**config.mk**
```make
export PLATFORM = sky130hd
export DESIGN_NAME = fetch_stage
export DESIGN_NICKNAME = d
export VERILOG_FILES = /design/src/rtl/fetch_stage.sv
export SDC_FILE = /design/constraint.sdc
export NUM_CORES = 1
export LEC_CHECK = 0
export BUFFER_PORTS_ARGS = -buffer_cell sky130_fd_sc_hd__buf_2
export CORE_MARGIN = 4
export CORE_UTILIZATION = 45
export DETAILED_ROUTE_END_ITERATION = 8
export GPL_TIMING_DRIVEN = 0
export PLACE_DENSITY = 0.76
export SYNTH_ARGS = -nofsm -noshare
export SYNTH_HDL_FRONTEND = slang
export SYNTH_SLANG_ARGS = --single-unit
```
**constraint.sdc**
```tcl
create_clock -name clk -period 3.95 [get_ports clk]
set_clock_uncertainty 0.15 [all_clocks]
set_input_delay 0.395 -clock clk [delete_from_list [all_inputs] [get_ports clk]]
set_output_delay 0.395 -clock clk [all_outputs]
set_load 0.02 [all_outputs]
```
**src/rtl/fetch_stage.sv**
```systemverilog
// IF stage: PC register, combinational instruction-memory address, and the
// IF/ID pipeline register with stall/flush/redirect handling.
module fetch_stage #(
    parameter logic [31:0] RESET_PC   = 32'h0000_0000,
    parameter logic [31:0] NOP_INSTR  = 32'h0000_0013,
    parameter int unsigned IMEM_WORDS = 1024
) (
    input  logic        clk,
    input  logic        rst,
    input  logic        stall_f,
    input  logic        stall_d,
    input  logic        flush_d,
    input  logic        pc_src_e,
    input  logic [31:0] pc_target_e,
    output logic [31:0] imem_addr,
    input  logic [31:0] imem_rdata,
    output logic [31:0] instr_d,
    output logic [31:0] pc_d,
    output logic [31:0] pc_plus4_d,
    output logic        valid_d,
    output logic        fetch_err_d,
    output logic        state_dbg
);

    // valid_d marks a real instruction in IF/ID. There is no ready signal:
    // decode backpressure arrives as stall_d, cancellation as flush_d.

    typedef enum logic {
        BOOT = 1'b0,
        RUN  = 1'b1
    } state_t;

    state_t      state;
    state_t      state_next;

    logic [31:0] pc_f;
    logic [31:0] pc_f_next;
    logic [31:0] pc_f_plus4;

    logic [31:0] instr_next;
    logic [31:0] pc_d_next;
    logic [31:0] pc_plus4_next;
    logic        valid_next;
    logic        fetch_err_next;

    logic        addr_aligned;
    logic        addr_in_range;
    logic        fetch_legal;

    assign imem_addr  = pc_f;
    assign pc_f_plus4 = pc_f + 32'd4;
    assign state_dbg  = state;

    assign addr_aligned  = (pc_f[1:0] == 2'b00);
    assign addr_in_range = ({2'b00, pc_f[31:2]} < 32'(IMEM_WORDS));
    assign fetch_legal   = addr_aligned && addr_in_range;

    always_comb begin
        state_next = state;
        if (state == BOOT) begin
            state_next = RUN;
        end
    end

    // Redirect beats stall_f: a taken branch must leave the stalled wrong path.
    always_comb begin
        pc_f_next = pc_f;
        if (state == RUN) begin
            if (pc_src_e) begin
                pc_f_next = pc_target_e;
            end else if (!stall_f) begin
                pc_f_next = pc_f_plus4;
            end
        end
    end

    always_comb begin
        instr_next     = instr_d;
        pc_d_next      = pc_d;
        pc_plus4_next  = pc_plus4_d;
        valid_next     = valid_d;
        fetch_err_next = fetch_err_d;
        if (state == BOOT || flush_d) begin
            instr_next     = NOP_INSTR;
            pc_d_next      = 32'd0;
            pc_plus4_next  = 32'd0;
            valid_next     = 1'b0;
            fetch_err_next = 1'b0;
        end else if (!stall_d) begin
            pc_d_next     = pc_f;
            pc_plus4_next = pc_f_plus4;
            if (fetch_legal) begin
                instr_next     = imem_rdata;
                valid_next     = 1'b1;
                fetch_err_next = 1'b0;
            end else begin
                instr_next     = NOP_INSTR;
                valid_next     = 1'b0;
                fetch_err_next = 1'b1;
            end
        end
    end

    always_ff @(posedge clk or posedge rst) begin
        if (rst) begin
            state <= BOOT;
            pc_f  <= RESET_PC;
        end else begin
            state <= state_next;
            pc_f  <= pc_f_next;
        end
    end

    always_ff @(posedge clk or posedge rst) begin
        if (rst) begin
            instr_d     <= NOP_INSTR;
            pc_d        <= 32'd0;
            pc_plus4_d  <= 32'd0;
            valid_d     <= 1'b0;
            fetch_err_d <= 1'b0;
        end else begin
            instr_d     <= instr_next;
            pc_d        <= pc_d_next;
            pc_plus4_d  <= pc_plus4_next;
            valid_d     <= valid_next;
            fetch_err_d <= fetch_err_next;
        end
    end

endmodule

```
==> summary.txt, run 1 <==
CTS clk-pin slew, worst paths: 0.06 ns
Synthesis Warnings: 0
Detailed Route WL: 18900 µm
startpoint types: register
clk buf depth: 2
n_diodes: 0
DP HPWL: 13800 µm
total track usage: 25.9%
status: finished clean
Sink Count: 129
share of cells above drive strength 1: 33.4%
critical path arrival: 2.90 ns
most common cell after layout, fill and taps aside: buf_2
M1 wire length: 7920 µm
Final ANT Viol Nets: 0
number of global-route vias before repair: 5372
synthesis-stage register bit count: 129
Hold Crit Class: in2reg
ys async rst share: 100%
DR WL met2: 9040 µm
H-tree depth: 4
crit share post-route: 68.8%
final non-filler cell area: 7720 µm²
worst setup margin: 1.23 ns
met3 routed WL: 1570 µm
max_slew headroom: 45.6%
Layout area overhead: 32.0%
CP required: 4.14 ns
clock power share: 42.1%
CP Capture Type: register
Starting Density: 46.2%
RSZ-0062 raised after global routing: no
dpl ws: 1.28 ns
via count: 5459
total CTS buffers: 17
setup bufs post-CTS: 0
Fmax: 368 MHz
kind of critical path: reg2reg
post-CTS sizing: 0
ys flop type: dfrtp_1
Cell Area, Placed: 7130 µm²
Final #Nets: 842
Top Layer Used: met4
Hold Fails Final Rpt: 0
GRT overflow: 0
Net Sw Power: 1.07 mW
Sw Ratio: 28.8%
Clock Tree Root: clkbuf_16
initial antenna violation count: 0
pwr dens: 479 nW/µm²
# IOs: 201
CTS tree: done
sequential area share after synthesis: 55.2%
Slew Limit Fails: 0
largest net degree at the start of global routing: 44
# rows: 41
post-synthesis cell count: 549
FILL cells: 1057
cell taking the most area after synthesis: dfrtp_1
final hold slack: 0.0310 ns
number of synthesized flops with an enable pin: 0
most frequent cells in the layout: 207 x buf_2, 126 x dfrtp_1, 59 x nand2_1
Syn Nets: 620
Least-Margin Pin Slew: 0.815 ns
WL per Instance: 19.8 µm
final std cells w/o fill: 956
count of cell types in the netlist: 51
critical path peak fanout: 10
placed insts: 923
post-synth top area share: 53.9%
Vias per Instance: 5.71
worst vdd ir: 0.000246 V
Gate power share: 16.9%
global-route wire length before repair: 29500 µm
# setup viols final: 0
synth top area cells: dfrtp_1 54%, a22o_1 8.7%, o21ai_0 4.3%, nand2_1 3.8%, xnor2_1 2.5%
mapped cell area: 5850 µm²
Max-Cap Viols: 0
sequential share of power: 41.0%
gpl congestion: 0.903
Fin Setup TNS: 0 ns
drc violations: 0
Tmin final: 2.72 ns
Synth Area per Inst: 10.7 µm²
Final Util: 61.0%
Clk Latency, worst-skew pair: 0.41 ns
Port-buffer cells: 199
placeable core area: 12700 µm²
die height: 122 µm
Iter 0 DRT Violations: 408
Die X: 122 µm
Leakage Power: 3.85 nW
Power Total: 3.70 mW
total die area: 14900 µm²
drt pass-1 iters: 5
cell-internal power: 2.63 mW
## timing repair
item / 4_1_cts / 5_1_grt
hold buffers: 1 / 0
setup endpoints to repair: 0 / 0
endpoints found under the hold margin: 26 / 0
## path summary, 6_finish.rpt
check                                     startpoint                        end  slack, ns  cells past startpoint
max in group asynchronous                        rst  pc_plus4_d[9]$_DFFE_PP0P_       2.41                      5
hold reg to reg            pc_plus4_d[2]$_DFFE_PP0P_  pc_plus4_d[2]$_DFFE_PP0P_       0.32                      2
min in group asynchronous                        rst    instr_d[26]$_DFFE_PP0P_       0.46                      3
setup / recovery            imem_addr[2]$_DFFE_PP0P_  imem_addr[28]$_DFFE_PP0P_       1.23                      6
setup reg to reg            imem_addr[2]$_DFFE_PP0P_  imem_addr[28]$_DFFE_PP0P_       1.23                      6
hold / removal                         imem_rdata[1]     instr_d[1]$_DFFE_PP1P_       0.03                      3
## cells in the mapped netlist, types with 2 or more instances
cell type,instances
o22ai_1,10
nor4_4,5
dfstp_2,3
a22o_1,58
nor2_1,23
clkbuf_1,37
nor4_1,5
nand4_1,9
o2bb2ai_1,3
a22oi_1,4
o21a_1,6
or4_1,2
o21ai_1,3
mux2_2,2
xnor2_1,17
nand3_1,10
o22a_1,6
a21oi_1,21
buf_4,2
dfrtp_1,126
buf_2,8
nor3b_1,2
inv_1,11
and2_1,2
and4_1,3
nor3_1,7
o21ai_0,50
mux2i_1,3
and3_1,5
a31oi_1,7
xor2_1,11
a2bb2oi_1,11
nand2_1,59
## metal layers
metal	vias up	GRT usage, %
met2	281	41.5
met3	31	5.34
met1	2692	35.1
met4	0	9.38
li1	2455	-
met5	-	0
## power groups by stage
stage	Sequential, mW	Combinational, mW	Clock (mW)
floorplan	1.62	0.285	0
CTS	1.51	0.627	1.58
detailed placement	1.53	0.622	0
global placement	1.53	0.604	0
global route	1.53	0.680	1.65
finish	1.51	0.626	1.56
## critical path: stages (launching register included)
cell and delay, ns:
dfrtp_1 0.48, ha_1 0.32, nand4_1 0.30, nor4_4 0.68
nand4_1 0.32, a21oi_1 0.22, a2bb2oi_1 0.17
## sequential cells by signal (all words and copies together) (netlist names)
name         flops
state_dbg        1
imem_addr       32
fetch_err_d      1
pc_d            32
pc_plus4_d      30
instr_d         32
valid_d          1
## cell type report
type | instances | area (µm²) | share of cell area [%]
clock inverters | 12 | 140 | 1.81
flip-flops and latches | 129 | 3230 | 41.8
well taps | 172 | 215 | 2.79
clock buffers | 20 | 447 | 5.78
inverters | 11 | 45.0 | 0.583
plain buffers | 49 | 203 | 2.62
multi-input cells | 360 | 2380 | 30.8
repair buffers | 203 | 1070 | 13.8
## logic make-up after synthesis
kind of cell	after synthesis	share of synthesized area [%]
AOI/OAI and AO/OA	183	21.7
xor gates and xnor gates	28	4.19
adders and majority gates	1	0.214
buffers and inverters	60	4.17
DFF	129	55.2
muxes	5	0.898
other	1	0.0641
and+or+nand+nor	142	13.6
No activity file was read; power rests on OpenSTA's default activity.
==> run 2, diff against run 1 <==
--- a/config.mk
+++ b/config.mk
@@ -5,9 +5,10 @@
 export SDC_FILE = /design/constraint.sdc
 export NUM_CORES = 1
 export LEC_CHECK = 0
+export ABC_AREA = 1
 export BUFFER_PORTS_ARGS = -buffer_cell sky130_fd_sc_hd__buf_2
 export CORE_MARGIN = 4
-export CORE_UTILIZATION = 45
+export CORE_UTILIZATION = 46
 export DETAILED_ROUTE_END_ITERATION = 8
 export GPL_TIMING_DRIVEN = 0
 export PLACE_DENSITY = 0.76
==> constraint.sdc (replaced) <==
create_clock -name clk -period 2.2 [get_ports clk]
set_clock_uncertainty 0.15 [all_clocks]
set_input_delay 0.22 -clock clk [delete_from_list [all_inputs] [get_ports clk]]
set_output_delay 0.22 -clock clk [all_outputs]
set_load 0.02 [all_outputs]
==> summary.txt, run 2 <==
status: finished clean
GRT overflow: 0 (unchanged)
gpl congestion: 0.931 (+3.0%)
most frequent cells in the layout: 270 x nand2_1, 208 x buf_2, 130 x nand3_1
top cells by count, synth: 270 x nand2_1, 130 x nand3_1, 126 x dfrtp_1, 98 x nor2_1, 47 x o21ai_0
number of global-route vias before repair: 6353 (+18%)
drc violations: 0 (unchanged)
Iter 0 DRT Violations: 662 (+62%)
Synthesis Warnings: 0 (unchanged)
GR peak layer: met2
Power Total: 6.90 mW (+87%)
WL per Instance: 16.6 µm (-16%)
Tmin final: 2.12 ns (-0.597 ns)
crit share post-route: 96.4% (+28 points)
synth top area cells: dfrtp_1 51%, nand2_1 16%, nand3_1 10%, nor2_1 5.9%, o21ai_0 3.8%
total die area: 15500 µm² (+3.8%)
worst setup margin: 0.0788 ns (-1.15 ns)
Starting Density: 47.0% (+0.81 points)
die height: 124 µm (+1.9%)
Port-buffer cells: 199 (unchanged)
mapped cell area: 6220 µm² (+6.3%)
max_slew headroom: 62.1% (+17 points)
Leakage Power: 4.72 nW (+23%)
Final #Nets: 1171 (+39%)
via count: 6672 (+22%)
placeable core area: 13200 µm² (+4.5%)
total track usage: 27.7% (+1.8 points)
Final ANT Viol Nets: 0 (unchanged)
final non-filler cell area: 8720 µm² (+13%)
Final Util: 65.8% (+4.9 points)
# rows: 42 (+2.4%)
Max-Cap Viols: 0 (unchanged)
clk buf depth: 2 (unchanged)
GR Util met1: 37.6% (+2.4 points)
placed insts: 1196 (+30%)
most common cell after layout, fill and taps aside: nand2_1
Least-Margin Pin Slew: 0.568 ns (-0.247 ns)
CP Capture Type: register
initial antenna violation count: 0 (unchanged)
Slew Limit Fails: 0 (unchanged)
Fmax: 471 MHz (+28%)
cell taking the most area after synthesis: dfrtp_1
Hold Crit Class: in2reg
most common cell in the synthesized netlist: nand2_1
met2 global-route usage: 44.9% (+3.4 points)
Syn Nets: 889 (+43%)
kind of critical path: reg2reg
dpl ws: 0.0896 ns (-1.19 ns)
setup bufs post-CTS: 0 (unchanged)
worst reg2reg path depth: 10 (+4)
number of synthesized flops with an enable pin: 0 (unchanged)
Layout area overhead: 40.0%
sequential area share after synthesis: 51.9% (-3.3 points)
Hold Path Stages: 5 (+2)
Synth Area per Inst: 7.61 µm² (-29%)
H-tree depth: 4 (unchanged)
ys async rst share: 100% (unchanged)
Clk Latency, worst-skew pair: 0.42 ns (about the same)
synthesis-stage register bit count: 129 (unchanged)
post-synth top area share: 50.7% (-3.2 points)
critical path peak fanout: 7 (-3)
pwr dens: 792 nW/µm² (+65%)
final std cells w/o fill: 1288 (+35%)
Cell Area, Placed: 7500 µm² (+5.3%)
Sink Count: 129 (unchanged)
Hold Fails Final Rpt: 0 (unchanged)
CTS tree: done
Die X: 124 µm (+1.9%)
largest net degree at the start of global routing: 43 (-2.3%)
# IOs: 201 (unchanged)
worst vdd ir: 0.000547 V (+120%)
Clock Tree Root: clkbuf_16
startpoint types: register
ys flop type: dfrtp_1
Detailed Route WL: 21400 µm (+13%)
drt pass-1 iters: 5 (unchanged)
global-route wire length before repair: 34100 µm (+16%)
share of cells above drive strength 1: 23.4% (-10 points)
RSZ-0062 raised after global routing: yes
CTS clk-pin slew, worst paths: 0.06 ns (about the same)
post-synthesis cell count: 818 (+49%)
M3 GR Usage: 6.05% (+0.71 points)
DP HPWL: 15800 µm (+14%)
CP required: 2.36 ns (-1.78 ns)
count of cell types in the netlist: 27 (-47%)
FILL cells: 1093 (+3.4%)
# setup viols final: 0 (unchanged)
n_diodes: 0 (unchanged)
Vias per Instance: 5.18 (-9.3%)
critical path arrival: 2.28 ns (-0.62 ns)
total CTS buffers: 17 (unchanged)
run 2: cell types whose count changed in the layout (fill, tap and decap cells not counted), moves of 9 or more:
cell	before	now
nand2_1	59	270
nand3_1	10	130
nor2_1	23	97
dlygate4sd3_1	1	61
a22o_1	58	0
inv_1	10	43
xnor2_1	17	0
a2bb2oi_1	11	0
clkbuf_1	39	30
run 2: per-stage QoR:
step                      setup TNS [ns]  hold WS [ns]
after floorplan                        0         0.180
after global placement            -73.53         0.264
after detailed placement               0         0.148
after CTS                              0       0.00367
after global routing             -0.0114        0.0349
final                                  0       0.00939
run 2: timing repair:
action                                  4_1_cts  5_1_grt
gates resized for setup                       0        1
endpoints found under the hold margin        79        0
hold buffers                                 61        0
endpoints found under the setup margin        0        2
run 2: worst max-delay path, cell delays in order, from the launching register on:
cell	delay, ns
dfrtp_1	0.51
ha_1	0.26
nand2_1	0.10
nor2_1	0.12
nand2_1	0.17
nor2_1	0.27
nand2_1	0.08
nand2_1	0.09
nand3_1	0.12
nand2_1	0.10
nand2_1	0.05
run 2: path summary, 6_finish.rpt:
kind                                           from                   endpoint  slack, ns
min in group asynchronous                       rst   imem_addr[0]$_DFFE_PP0P_       0.26
max reg2reg                imem_addr[2]$_DFFE_PP0P_  imem_addr[26]$_DFFE_PP0P_       0.08
max                        imem_addr[2]$_DFFE_PP0P_  imem_addr[26]$_DFFE_PP0P_       0.08
max in group asynchronous                       rst     instr_d[0]$_DFFE_PP1P_       1.05
min reg2reg                  instr_d[1]$_DFFE_PP1P_     instr_d[1]$_DFFE_PP1P_       0.35
min                                 pc_target_e[11]  imem_addr[11]$_DFFE_PP0P_      0.009
run 2: cell type report:
| type | instances | area [µm²] | share of cell area [%] |
|---|---|---|---|
| buffer | 43 | 199 | 2.28 |
| clock buffer | 26 | 499 | 5.73 |
| clock inverter | 5 | 100 | 1.15 |
| inverter | 49 | 188 | 2.15 |
| multi-input combinational | 597 | 2610 | 30.0 |
| sequential | 129 | 3230 | 37.1 |
| tap | 176 | 220 | 2.53 |
| timing repair buffer | 263 | 1670 | 19.1 |
run 2: per-layer routing:
| layer | vias to the layer above | wire length, µm |
|---|---|---|
| li1 | 3198 | - |
| met1 | 3082 | 8950 |
| met2 | 352 | 10200 |
| met3 | 40 | 1770 |
| met4 | 0 | 474 |
| met5 | - | 0 |
run 2: power by group:
group,total (mW),leakage (nW),internal (mW),switching [mW]
Sequential,2.75,1.71,2.53,0.219
Combinational,1.28,2.72,0.423,0.854
Clock,2.88,0.294,1.89,0.983
Total,6.90,4.72,4.84,2.06
run 2: kinds of logic after synthesis:
kind of cell / count (synthesis) / synth area share (%)
AO/OA/AOI/OAI: 78 / 6.55
XOR/XNOR: 7 / 0.985
adder cells (fa/ha/maj): 1 / 0.201
buffers and inverters: 92 / 6.15
flip-flops: 129 / 51.9
other: 1 / 0.0602
AND/OR/NAND/NOR: 510 / 34.1
